===== src/rtl/onehot_enc4.sv =====
// ---------------------------------------------------------------------------
// onehot_enc4
//
// Purpose:
//   This block encodes a 4-bit one-hot code into a 2-bit binary index.
//   Each result goes into a 2-entry FIFO with a ready/valid handshake on
//   both sides. A code that is not one-hot is still encoded: the index is
//   taken from the highest set bit, or 0 when no bit is set. Such a result
//   is flagged with out_err, and a saturating 8-bit counter tallies it.
//
// Ports:
//   clk        in   1  rising-edge clock for all state
//   rst        in   1  asynchronous active-high reset
//   in_valid   in   1  upstream presents in_code this cycle
//   in_ready   out  1  block accepts in_code this cycle
//   in_code    in   4  one-hot code to encode (bit i set -> index i)
//   out_valid  out  1  out_code/out_err hold a buffered result
//   out_ready  in   1  downstream consumes the head result this cycle
//   out_code   out  2  binary index of the head result
//   out_err    out  1  head result came from a non-one-hot code
//   err_count  out  8  saturating count of accepted non-one-hot codes
//   clr_err    in   1  synchronous clear of err_count
// ---------------------------------------------------------------------------
module onehot_enc4 (
   input  logic       clk,
   input  logic       rst,
   input  logic       in_valid,
   output logic       in_ready,
   input  logic [3:0] in_code,
   output logic       out_valid,
   input  logic       out_ready,
   output logic [1:0] out_code,
   output logic       out_err,
   output logic [7:0] err_count,
   input  logic       clr_err
);

   // Occupancy states of the result FIFO
   localparam logic [1:0] EMPTY = 2'd0;
   localparam logic [1:0] ONE   = 2'd1;
   localparam logic [1:0] FULL  = 2'd2;

   // Encoded result is {err, index}
   function automatic logic [2:0] encode(input logic [3:0] code);
      logic [1:0] idx;
      logic       err;
      // The index always comes from the highest set bit. For a valid
      // one-hot code this is the one and only set bit.
      if (code[3])
         idx = 2'd3;
      else if (code[2])
         idx = 2'd2;
      else if (code[1])
         idx = 2'd1;
      else
         idx = 2'd0;
      case (code)
         4'b0001, 4'b0010, 4'b0100, 4'b1000: err = 1'b0;
         default:                            err = 1'b1;
      endcase
      return {err, idx};
   endfunction

   function automatic logic [7:0] sat_inc(input logic [7:0] v);
      return (v == 8'hFF) ? v : v + 8'd1;
   endfunction

   logic [1:0] state;
   logic [2:0] enc_p0;
   logic [2:0] head_p1;
   logic [2:0] tail_p1;
   logic       accept;
   logic       pop;

   // ---- stage p0: handshake decode and combinational encode ----
   assign in_ready  = (state != FULL) && !rst;
   assign out_valid = (state != EMPTY);
   assign accept    = in_valid && in_ready;
   assign pop       = out_valid && out_ready;
   assign enc_p0    = encode(in_code);

   // ---- stage p1: FIFO storage, head is always slot head_p1 ----
   always_ff @(posedge clk or posedge rst) begin
      if (rst) begin
         state   <= EMPTY;
         head_p1 <= '0;
         tail_p1 <= '0;
      end else begin
         case (state)
            EMPTY: begin
               if (accept) begin
                  head_p1 <= enc_p0;
                  state   <= ONE;
               end
            end
            ONE: begin
               if (accept && pop) begin
                  // The old head leaves while the new entry takes its place.
                  head_p1 <= enc_p0;
               end else if (accept) begin
                  tail_p1 <= enc_p0;
                  state   <= FULL;
               end else if (pop) begin
                  head_p1 <= '0;
                  state   <= EMPTY;
               end
            end
            FULL: begin
               // in_ready is low here, so only a pop can happen.
               if (pop) begin
                  head_p1 <= tail_p1;
                  tail_p1 <= '0;
                  state   <= ONE;
               end
            end
            default: begin
               state <= EMPTY;
            end
         endcase
      end
   end

   // The clear and an erroneous accept can land on the same edge. In that
   // case the clear comes first and the new error is counted on top of it.
   always_ff @(posedge clk or posedge rst) begin
      if (rst) begin
         err_count <= '0;
      end else if (clr_err) begin
         err_count <= (accept && enc_p0[2]) ? 8'd1 : 8'd0;
      end else if (accept && enc_p0[2]) begin
         err_count <= sat_inc(err_count);
      end
   end

   // ---- output: outputs are forced to zero when no result is held ----
   assign out_code = out_valid ? head_p1[1:0] : 2'b00;
   assign out_err  = out_valid ? head_p1[2]   : 1'b0;

endmodule


===== config.mk =====
export PLATFORM = sky130hd
export DESIGN_NAME = onehot_enc4
export DESIGN_NICKNAME = d
export VERILOG_FILES = /design/src/rtl/onehot_enc4.sv
export SDC_FILE = /design/constraint.sdc
export NUM_CORES = 1
export LEC_CHECK = 0
export CAP_MARGIN = 10
export CORE_MARGIN = 2
export CORE_UTILIZATION = 40
export DETAILED_ROUTE_END_ITERATION = 6
export PLACE_DENSITY_LB_ADDON = 0.15
export SYNTH_ARGS = -nofsm -noshare
export SYNTH_HDL_FRONTEND = slang
export SYNTH_SLANG_ARGS = --single-unit

===== constraint.sdc =====
create_clock -name clk -period 2.05 [get_ports clk]
set_clock_uncertainty 0.05 [all_clocks]
set_input_delay 0.41 -clock clk [delete_from_list [all_inputs] [get_ports clk]]
set_output_delay 0.41 -clock clk [all_outputs]
set_load 0.005 [all_outputs]

==> results of run 1 <==
critical path, delay by kind of cell:
family / cells / cell delay, ns
AO/OA/AOI/OAI: 2 / 0.34
buffers and inverters: 2 / 0.72
AND/OR/NAND/NOR: 2 / 0.67
state kept, by name, summed over array words and instances (netlist names):
| name | cells |
|---|---|
| state | 2 |
| tail_p1 | 3 |
| err_count | 8 |
| head_p1 | 3 |
kinds of logic after synthesis:
family,Yosys count,synth area share [%]
and+or+nand+nor,40,23.52
AOI/OAI and AO/OA,29,18.88
DFF,16,38.00
buffers and inverters,12,5.700
muxes,7,7.482
adders and majority gates,4,4.751
xor gates and xnor gates,2,1.663
layout make-up:
type                       instances  area [um^2]  area share [%]
sequential                        16        400.4           27.23
inverter                           9        33.78           2.298
clock buffer                       3        22.52           1.532
tap                               30        37.54           2.553
timing repair buffer              35        347.8           23.66
multi-input combinational         82        628.1           42.72
report_power, final:
| group | switching [mW] | internal [mW] |
|---|---|---|
| registers | 0.0491 | 0.400 |
| logic | 0.303 | 0.360 |
| clock network | 0.101 | 0.0685 |
path summary, 6_finish.rpt:
check,start,end,slack (ns),cells past startpoint
max,in_code[3],err_count[5],0.08,6
min,tail_p1[0],tail_p1[0],0.45,1
max reg2reg,state[0],err_count[5],0.18,7
min reg2reg,tail_p1[0],tail_p1[0],0.45,1
max in group asynchronous,rst,head_p1[2],1.28,3
min in group asynchronous,rst,state[1],0.49,3
metal layers:
layer | routed length, um | GRT usage [%] | vias to the layer above
met5 | 0 | 0 | -
met2 | 1133 | 26.70 | 14
met4 | 46 | 7.317 | 0
li1 | - | - | 481
met3 | 77 | 4.450 | 5
met1 | 1171 | 22.85 | 447
synthesized netlist by cell type (2+ instances only):
cell / n / area share [%]
o21ai_0: 5 / 2.4
xnor2_1: 2 / 1.7
nand3_1: 9 / 4.3
a21oi_1: 10 / 4.8
or4_1: 4 / 2.9
nor2_1: 6 / 2.1
dfrtp_1: 16 / 38
nand2_1: 3 / 1.1
a31oi_1: 2 / 1.2
o21ai_1: 2 / 0.95
o31ai_1: 4 / 2.9
mux2_1: 3 / 3.2
or4b_1: 2 / 1.9
mux2_2: 4 / 4.3
nor2b_1: 5 / 3.0
inv_1: 9 / 3.2
ha_1: 4 / 4.8
stage by stage:
step / instances / power [mW] / TNS (ns) / worst slack (ns)
2_1_floorplan: 110 / 0.8159 / 0 / 0.1275
3_3_place_gp: 170 / 1.046 / -1.791 / -0.2240
4_1_cts: 175 / 1.286 / 0 / 0.008496
3_5_place_dp: 170 / 1.065 / -2.535 / -0.3163
5_1_grt: 175 / 1.379 / 0 / 0.007494
6_report: 175 / 1.281 / 0 / 0.07624
repair_timing:
| action | in CTS | in global routing |
|---|---|---|
| buffers inserted | 2 | 0 |
| resized for setup | 7 | 7 |
| pin swaps | 1 | 1 |
| setup endpoints to repair | 6 | 11 |
| cloned | 0 | 0 |
==> flow_metrics.tcl, run 1 <==
set metrics [dict create \
    outcome "finished, final reports clean" \
    max_stage_delay_ns 0.53 \
    wirelength_um 2428 \
    setup.worst_path.class "in -> reg" \
    layout.nets 160 \
    nFillCells 219 \
    required_ns 2.21 \
    mostFrequentLayoutCell "dfrtp_1" \
    diodes 0 \
    p_per_area_nw_per_um2 871.0 \
    ys_seq_elements 16 \
    fp.dieArea_um2 3060 \
    period_share_pct 96.28 \
    synth_ff_type "dfrtp_1" \
    dr_total_vias 947 \
    max_cap_viol_count 0 \
    min_period_ns 1.974 \
    ctsHoldBuffers 0 \
    crit_slowest_cell "clkdlybuf4s50_1" \
    vias_per_cell 5.411 \
    postPlaceCellArea_um2 1390 \
    fin_util_pct 59.34 \
    cts.sink_count 16 \
    dp_hpwl_um 1789 \
    numCtsBuffers 3 \
    grt_max_degree 17 \
    holdWs_ns 0.4538 \
    setup_viol 0 \
    path_max_fanout 12 \
    worstHoldPathType "reg -> reg" \
    num_rows 18 \
    worst_setup_path_start_kind "input port" \
    gp_congestion 0.7795 \
    finalHoldViolations 0 \
    yosysWarnings 0 \
    ir_worst_vdd_mv 0.6081 \
    cts_buffer_depth 2 \
    postLayoutCellArea_um2 1470 \
    cts-root-buf "clkbuf_4" \
    io_buffers 21 \
    antenna_found_initial 0 \
    synth.net_count 123 \
    fmax_mhz 506.6 \
    synth_edf_count 0 \
    layout-drive-gt1-share_pct 22.07 \
    crit_arrival_ns 2.14 \
    grt_pass1_wl_um 4229 \
    leakage_nw 0.6399 \
    dr.pass1.iters 4 \
    drt-initial-drc-count 22 \
    drcViolationCount 0 \
    gr-total-overflow 0 \
    slew-limit-headroom_pct 68.72 \
    path_clk_slew_ns 0.09 \
    clkLatencyLatePin_ns 0.29 \
    htree_levels 1 \
    syn_to_final_growth_pct 39.55 \
    drv_slew 0 \
    grt_usage_pct 17.27 \
    ys_types 37 \
    initial_core_util_pct 42.53 \
    ant_nets 0 \
    syn_inst 110 \
    yosysSeqAreaShare_pct 38.00 \
    netlist_area_um2 1054 \
    final_cell_mix "dfrtp_1, clkdlybuf4s50_1, buf_4" \
    rsz0062_at_grt "false" \
    crit_chain "clkdlybuf4s50_1 -> or4b_1 -> o311ai_4 -> buf_12 -> or4_1 -> a21oi_1" \
    wl_per_cell_um 13.87 \
    die_y_um 55.32 \
    ios 22 \
    grt_pass1_vias 951 \
    die_x_um 55.32 \
    tightest_slew_ns 0.4681 \
    cts_tree "yes" \
    coreArea_um2 2477 \
    end_kind "flip-flop" \
    async_reset_ff_share_pct 100.0 \
    syn_avg_cell_area_um2 9.577 \
]
Power figures use the tool's default switching activity.
==> inputs of run 2 (changes only) <==
--- a/config.mk
+++ b/config.mk
@@ -7,7 +7,7 @@
 export LEC_CHECK = 0
 export CAP_MARGIN = 10
 export CORE_MARGIN = 2
-export CORE_UTILIZATION = 40
+export CORE_UTILIZATION = 45
 export DETAILED_ROUTE_END_ITERATION = 6
 export PLACE_DENSITY_LB_ADDON = 0.15
 export SYNTH_ARGS = -nofsm -noshare
==> flow_metrics.tcl, run 2 (synthesized netlist as in run 1, its figures left out) <==
set metrics [dict create \
    path_max_fanout 9 \
    gp_congestion 0.8979 \
    finalPower_mw 1.325 \
    io_buffers 21 \
    crit_arrival_ns 1.49 \
    ios 22 \
    required_ns 1.59 \
    num_rows 17 \
    dpl.cell_count 167 \
    antenna_found_initial 0 \
    ant_nets 0 \
    final_cell_mix "dfrtp_1, clkdlybuf4s50_1, buf_4" \
    die_y_um 52.39 \
    instances_no_fill 174 \
    switching_share_pct 34.75 \
    drv_slew 0 \
    worstHoldPathType "reg -> reg" \
    layout.nets 160 \
    syn_to_final_growth_pct 39.07 \
    min_period_ns 1.953 \
    dr.pass1.iters 4 \
    path_clk_slew_ns 0.10 \
    dr_total_vias 965 \
    ctsHoldBuffers 0 \
    max_cap_viol_count 0 \
    grtUsageMet3_pct 3.143 \
    slew-limit-headroom_pct 58.07 \
    layout-drive-gt1-share_pct 21.92 \
    largest_reg_flops 8 \
    initial_core_util_pct 47.62 \
    power.internal_mw 0.8644 \
    cp-startpoint "state[0]" \
    cts.sink_count 16 \
    fmax_mhz 512.0 \
    grt_pass1_vias 979 \
    setup.worst_path.class "reg -> out" \
    drt-initial-drc-count 12 \
    wirelength_um 2394 \
    finalSetupTns_ns 0 \
    seqPwrFrac_pct 33.4 \
    numCtsBuffers 3 \
    setup_viol 0 \
    worst_setup_path_start_kind "flip-flop" \
    coreArea_um2 2212 \
    setup_ws_ns 0.09701 \
    tightest_slew_ns 0.6283 \
    outcome "finished, final reports clean" \
    grtUsageMet1_pct 27.64 \
    cts-root-buf "clkbuf_4" \
    diodes 0 \
    reg_top3 "err_count (8), head_p1 (3), tail_p1 (3)" \
    rsz0062_at_grt "false" \
    period_share_pct 95.27 \
    drcViolationCount 0 \
    p_per_area_nw_per_um2 904.1 \
    hp-start "head_p1[0]" \
    combPwrFrac_pct 50.1 \
    mostFrequentLayoutCell "dfrtp_1" \
    dp_hpwl_um 1833 \
    clkPwrFrac_pct 16.4 \
    clkLatencyLatePin_ns 0.30 \
    vias_per_cell 5.546 \
    top_register "err_count" \
    die_x_um 52.39 \
    htree_levels 1 \
    place_worst_setup_slack_ns -0.3317 \
    grt_max_degree 17 \
    gr-total-overflow 0 \
    busiest_layer "met2" \
    reg2reg_from "state[1]" \
    grt_pass1_wl_um 4105 \
    met2_usage_pct 30.63 \
    fp.dieArea_um2 2744 \
    cts_buffer_depth 2 \
    finalHoldViolations 0 \
    leakage_nw 0.6560 \
    ir_worst_vdd_mv 0.9485 \
    end_kind "output pin" \
    cts_tree "yes" \
    p_switching_mw 0.4603 \
    wl_per_cell_um 13.76 \
    grt_usage_pct 20.41 \
]
run 2: layout make-up:
cell class	instances	area (um^2)
timing repair buffer	35	326.6
multi-input combinational	82	633.1
clock buffer	4	36.28
inverter	9	33.78
tap	28	35.03
sequential	16	400.4
fill	185	747.0
run 2: worst paths after layout:
kind | slack, ns | cells after the start | end
max in group asynchronous | 0.99 | 2 | err_count[5]
min in group asynchronous | 0.55 | 2 | state[1]
hold reg to reg | 0.46 | 1 | head_p1[0]
setup / recovery | 0.1 | 4 | out_valid
setup reg to reg | 0.12 | 7 | head_p1[2]
hold / removal | 0.46 | 1 | head_p1[0]
run 2: stage by stage:
stage | hold WS [ns] | instance area [um^2] | util (%)
3_5_place_dp | 0.4374 | 1355 | 61.26
4_1_cts | 0.4604 | 1445 | 65.33
3_3_place_gp | 0.4227 | 1355 | 61.26
6_report | 0.4589 | 1465 | 66.23
5_1_grt | 0.4778 | 1465 | 66.23
2_1_floorplan | 0.2737 | 1054 | -
run 2: critical path, cell delays in order, from the launching register on:
cell             delay [ns]
dfrtp_1                0.39
inv_1                  0.12
ha_4                   0.20
inv_1                  0.05
clkdlybuf4s50_1        0.43
run 2: power groups by stage:
stage,combinational [mW],clock (mW),sequential [mW]
after CTS,0.677,0.223,0.444
after detailed placement,0.599,0,0.458
final,0.664,0.218,0.443
after global placement,0.578,0,0.452
after floorplan,0.371,0,0.445
after global routing,0.739,0.232,0.454
run 2: repair_timing:
item                                    CTS  global route
pin swaps                                 1             1
resized for setup                         6             7
setup buffers                             3             0
endpoints found under the setup margin    7             7
hold endpoints to repair                  0             0
run 2: per-layer routing:
metal | up-vias | wire length, um
met3 | 5 | 83
met2 | 20 | 1119
met5 | - | 0
met1 | 460 | 1140
li1 | 480 | -
met4 | 0 | 51
